$ cat src/rtl/trace_if.sv
// trace_if: TPIU trace port receiver. Samples the trace clock/data pair in the
// clk domain and recovers bytes once aligned to the TPIU frame sync pattern.
// Latency: dvalid rises on the 4th clk edge after the last traceClk transition of a byte.
// Backpressure: none; dvalid is a one-cycle strobe and dOut holds until the next byte.
//
// Ports:
//   clk       system clock (rising edge)
//   nRst      asynchronous active-low reset
//   traceDin  TPIU data, 1/2/4 bits used depending on width
//   traceClk  TPIU trace clock, treated as a data qualifier (both edges used)
//   width     port width select: 0 = 1 bit, 1 = 2 bits, 2/3 = 4 bits
//   dvalid    one-cycle strobe, new byte on dOut
//   dOut      last assembled trace byte
//   sync      high while frame-aligned
module trace_if (
  input  logic       clk,
  input  logic       nRst,
  input  logic [3:0] traceDin,
  input  logic       traceClk,
  input  logic [1:0] width,
  output logic       dvalid,
  output logic [7:0] dOut,
  output logic       sync
);

  // Full TPIU sync: FF FF FF 7F seen LSB-first, newest bits at the MSB end.
  localparam logic [31:0] SYNC_PATTERN = 32'h7FFF_FFFF;
  localparam logic [3:0]  BYTE_BITS    = 4'd8;

  typedef enum logic {
    HUNT   = 1'b0,
    LOCKED = 1'b1
  } state_t;

  // ---------------------------------------------------------------------------
  // Input synchronizer. Clock and data travel through the same flops so the
  // data captured on a detected transition belongs to that transition.
  // Bit 4 carries traceClk, bits 3:0 carry traceDin.
  // ---------------------------------------------------------------------------
  logic [4:0] sync1_q;
  logic [4:0] sync2_q;
  logic       tclk_d_q;
  logic [2:0] arm_q;
  logic       edge_q;
  logic [3:0] chunk_q;
  logic [1:0] width_q;

  // arm_q fills with ones after reset release; edge detection is enabled only
  // once tclk_d_q holds a real sample, so a traceClk that is already high at
  // release is not mistaken for a transition.
  always_ff @(posedge clk or negedge nRst) begin
    if (!nRst) begin
      sync1_q  <= '0;
      sync2_q  <= '0;
      tclk_d_q <= 1'b0;
      arm_q    <= '0;
      edge_q   <= 1'b0;
      chunk_q  <= '0;
      width_q  <= '0;
    end else begin
      sync1_q  <= {traceClk, traceDin};
      sync2_q  <= sync1_q;
      tclk_d_q <= sync2_q[4];
      arm_q    <= {arm_q[1:0], 1'b1};
      // Registering the edge (and its data) adds the pipeline stage that puts
      // dvalid on the 4th clk edge after the traceClk transition.
      edge_q   <= arm_q[2] & (sync2_q[4] ^ tclk_d_q);
      chunk_q  <= sync2_q[3:0];
      width_q  <= width;
    end
  end

  logic width_chg;
  assign width_chg = (width != width_q);

  // ---------------------------------------------------------------------------
  // Chunk insertion into the history. The newest chunk enters at the MSB end,
  // so after 8 bits of a byte the complete byte sits in hist[31:24].
  // ---------------------------------------------------------------------------
  logic [31:0] hist_q;
  logic [31:0] hist_shift;
  logic [3:0]  step;

  always_comb begin
    hist_shift = hist_q;
    step       = 4'd4;
    case (width)
      2'd0: begin
        hist_shift = {chunk_q[0], hist_q[31:1]};
        step       = 4'd1;
      end
      2'd1: begin
        hist_shift = {chunk_q[1:0], hist_q[31:2]};
        step       = 4'd2;
      end
      default: begin
        // Code 2 is reserved and behaves as the 4-bit port.
        hist_shift = {chunk_q, hist_q[31:4]};
        step       = 4'd4;
      end
    endcase
  end

  // ---------------------------------------------------------------------------
  // Alignment FSM and byte counter.
  // bit_cnt_q always holds a multiple of the chunk width (it is cleared on any
  // width change), so bit_sum lands exactly on 8 at a byte boundary.
  // ---------------------------------------------------------------------------
  state_t      state_q;
  state_t      state_d;
  logic [3:0]  bit_cnt_q;
  logic [3:0]  bit_cnt_d;
  logic [3:0]  bit_sum;
  logic [31:0] hist_d;
  logic        pattern_hit;
  logic        emit;

  assign bit_sum     = bit_cnt_q + step;
  assign pattern_hit = (hist_shift == SYNC_PATTERN);

  always_comb begin
    state_d   = state_q;
    hist_d    = hist_q;
    bit_cnt_d = bit_cnt_q;
    emit      = 1'b0;

    if (width_chg) begin
      // Any width change invalidates the alignment and the collected bits.
      state_d   = HUNT;
      hist_d    = '0;
      bit_cnt_d = '0;
    end else if (edge_q) begin
      hist_d = hist_shift;
      if (pattern_hit) begin
        // Align (or re-align): a partial byte is dropped and the completing
        // 7F byte of the sync pattern is never emitted.
        state_d   = LOCKED;
        bit_cnt_d = '0;
      end else if (state_q == LOCKED) begin
        if (bit_sum == BYTE_BITS) begin
          emit      = 1'b1;
          bit_cnt_d = '0;
        end else begin
          bit_cnt_d = bit_sum;
        end
      end
    end
  end

  always_ff @(posedge clk or negedge nRst) begin
    if (!nRst) begin
      state_q   <= HUNT;
      hist_q    <= '0;
      bit_cnt_q <= '0;
      dvalid    <= 1'b0;
      dOut      <= '0;
    end else begin
      state_q   <= state_d;
      hist_q    <= hist_d;
      bit_cnt_q <= bit_cnt_d;
      dvalid    <= emit;
      if (emit) begin
        dOut <= hist_shift[31:24];
      end
    end
  end

  assign sync = (state_q == LOCKED);

endmodule

$ cat config.mk
export PLATFORM = sky130hd
export DESIGN_NAME = trace_if
export DESIGN_NICKNAME = d
export VERILOG_FILES = /design/src/rtl/trace_if.sv
export SDC_FILE = /design/constraint.sdc
export NUM_CORES = 1
export LEC_CHECK = 0
export BUFFER_PORTS_ARGS = -buffer_cell sky130_fd_sc_hd__buf_4
export CAP_MARGIN = 20
export CORE_MARGIN = 4
export CORE_UTILIZATION = 40
export DETAILED_ROUTE_END_ITERATION = 7
export PLACE_DENSITY_LB_ADDON = 0.05
export SLEW_MARGIN = 20
export SYNTH_ARGS = -nofsm -noshare
export SYNTH_HDL_FRONTEND = slang
export SYNTH_SLANG_ARGS = --single-unit
$ cat constraint.sdc
create_clock -name clk -period 4.1 [get_ports clk]
set_clock_uncertainty 0.15 [all_clocks]
set_input_delay 0.205 -clock clk [delete_from_list [all_inputs] [get_ports clk]]
set_output_delay 0.205 -clock clk [all_outputs]
set_load 0.01 [all_outputs]
==> metrics.yaml <==
run_status:
  status: "completed"
grt:
  grt_max_degree: 70
  grt_pass1_wl_mm: 11.2
  grt_use_total: 0.148
  grt_overflow: 0
  antenna_found_initial: 0
  grt_pass1_vias: 2149
timing:
  fin_tns_setup_ns: 0
  relSlewSlack: 0.445
  post-route-min-period_ns: 2.64
  period_share: 0.644
  hold_viol: 0
  fmax_mhz: 379
  worstMarginPinSlew_ns: 0.833
  slew_violations: 0
  setup_violations: 0
  rsz0062_at_grt: "false"
min_path:
  hold_path_class: "input port to flip-flop"
place:
  port_buffers: 18
  gp_congestion: 0.741
  hpwl_mm: 4.24
  place_area_mm2: 0.00341
worst_setup_path:
  cp_max_fo: 9
  r2r_setup_slack_ns: 1.46
  r2r_cells: 7
  crit_type: "flip-flop to flip-flop"
  cp-startpoint: "hist_q[18]$_DFFE_PN0P_"
  endpoint_kind: "flip-flop"
  r2r-start: "hist_q[18]$_DFFE_PN0P_"
  rr_endpoint: "dOut[0]$_DFFE_PN0P_"
  cp-start-kind: "flip-flop"
  crit_required_ns: 4.18
  crit_arrival_ns: 2.73
  crit_end: "dOut[0]$_DFFE_PN0P_"
synth:
  ys_seq_area_frac: 0.508
  yosysTopAreaCell: "dfrtp_1"
  synth_cells: 297
  synth_warnings: 0
  async_flop_share: 1.00
  synth-edff-count: 0
  yosys-top-cells-count: "dfrtp_1 (66), mux2i_1 (63), nand2_1 (37)"
  synth_most_common_cell: "dfrtp_1"
  ys_seq_elements: 66
  synth.distinct_cells: 32
  syn-num-nets: 309
  synth_top_area_frac: 0.508
  syn_area_per_cell_um2: 10.9
  netlist_area_mm2: 0.00325
  ys.flop_type: "dfrtp_1"
  synth_area_leaders: "dfrtp_1 (51%), mux2i_1 (19%), nand2_1 (4.3%)"
clock_tree:
  cts.sinks: 66
  htree_levels: 3
  cts_buffer_depth: 2
  hold_buffers: 6
  cts.clk_slew.worst_paths_ns: 0.07
  cts_tree: "built"
  cts_setup_buffers: 0
  clk_latency_ns: 0.35
  numCtsBuffers: 9
  post_cts_resized: 0
  root_buffer: "clkbuf_8"
floorplanning:
  start_util: 0.416
  dieArea_mm2: 0.00963
  die_x_um: 98.1
  core_mm2: 0.00781
  num_rows: 32
  die_height_um: 98.1
  io_pins: 19
detailed_routing:
  drtIter0Drc: 87
  wl_met3_um: 244
  wirelength_mm: 6.58
  vias: 2173
  via_per_inst: 5.14
  drc: 0
  routed-wl-met2_mm: 2.91
  wl_met1_mm: 3.29
  drt_pre_antenna_iters: 4
  ant_nets: 0
  drt-wirelength-per-cell_um: 15.6
  top_layer_used: "met4"
cells_and_area:
  final_area_mm2: 0.00367
  fin_nets: 328
  area_delta_synth_final_pct: 12.9
  antenna_cells: 0
  drive_above_1_share: 0.153
pwr:
  powerDensity_mw_per_mm2: 363
  p_leak_nw: 1.69
  ir_drop_v: 0.000271
run:
  drv_cap: 0
[critical path: stages, from the launching register on]
cell and delay, ns:
dfrtp_1 0.43, mux2i_1 0.10, o21ai_0 0.35, nand4_1 0.21, or4_1 0.57, o21ai_2 0.17
nand3b_4 0.25, mux2_4 0.31
[cell type report]
type	count	area [um2]
inverters	2	7.51
clock buffers	10	138
multi-input cells	211	1470
clock inverters	6	65.1
well taps	102	128
repair buffers	26	210
flip-flops and latches	66	1650
fillers	744	4140
[state kept, by name, indices dropped and copies added, names as in the netlist]
register	cells
arm_q	3
bit_cnt_q	4
chunk_q	4
dOut	8
dvalid	1
edge_q	1
hist_q	31
sync	1
sync1_q	5
sync2_q	5
tclk_d_q	1
width_q	2
[logic make-up after synthesis]
family,synth area share
xor+xnor,0.0135
other cells,0.00115
simple gates,0.119
fa+ha+maj,0.0146
mux,0.231
buf+inv,0.0393
flops,0.508
compound gates,0.0735
[worst min-delay path by stage]
stage	start	end	slack [ns]	depth (start not counted)
detailed placement	traceClk	sync1_q[4]$_DFF_PN0_	0.17	1
floorplan	nRst	arm_q[0]$_DFF_PN0_	-0.24	0
global route	width[0]	width_q[0]$_DFF_PN0_	0.13	1
finish	width[0]	width_q[0]$_DFF_PN0_	0.13	1
CTS	width[0]	width_q[0]$_DFF_PN0_	0.12	1
global placement	traceDin[2]	sync1_q[2]$_DFF_PN0_	0.16	1
[per-layer routing]
metal  vias to the layer above  global-route usage
li1                       1071                   -
met1                      1058               0.204
met2                        32               0.217
met3                        12              0.0457
met4                         0              0.0578
met5                         -                   0
[layout by cell type, fill, tap and decap left out, types with 2 or more instances in the layout]
master and n:
dfrtp_1 66, mux2i_1 63, nand2_1 37, nor2_1 34, buf_4 20, o21ai_0 17
o21ai_1 15, clkbuf_8 10, mux2_4 8, nand4_1 7, dlygate4sd3_1 6, a21oi_1 4
xnor2_1 3, a22o_1 3, ha_1 3, xor2_1 2, o21ai_2 2, nor3_1 2
inv_1 2, clkinv_2 2
[report_power, final]
group | internal, mW | leakage, nW | switching [mW]
clock | 0.298 | 0.103 | 0.264
combinational | 0.0343 | 0.709 | 0.0669
sequential | 0.662 | 0.875 | 0.00481
total | 0.995 | 1.69 | 0.336
[metrics by stage]
stage	utilization	power (mW)	setup WS, ns	hold slack (ns)	cells
finish	0.470	1.33	1.46	0.131	423
global route	0.470	1.40	1.30	0.127	423
CTS	0.470	1.36	1.41	0.119	423
detailed placement	0.437	0.779	1.08	0.165	401
global placement	0.437	0.778	1.09	0.164	401
floorplan	-	0.750	1.73	-0.241	297
Note: power is estimated with default switching activity, not from simulation.
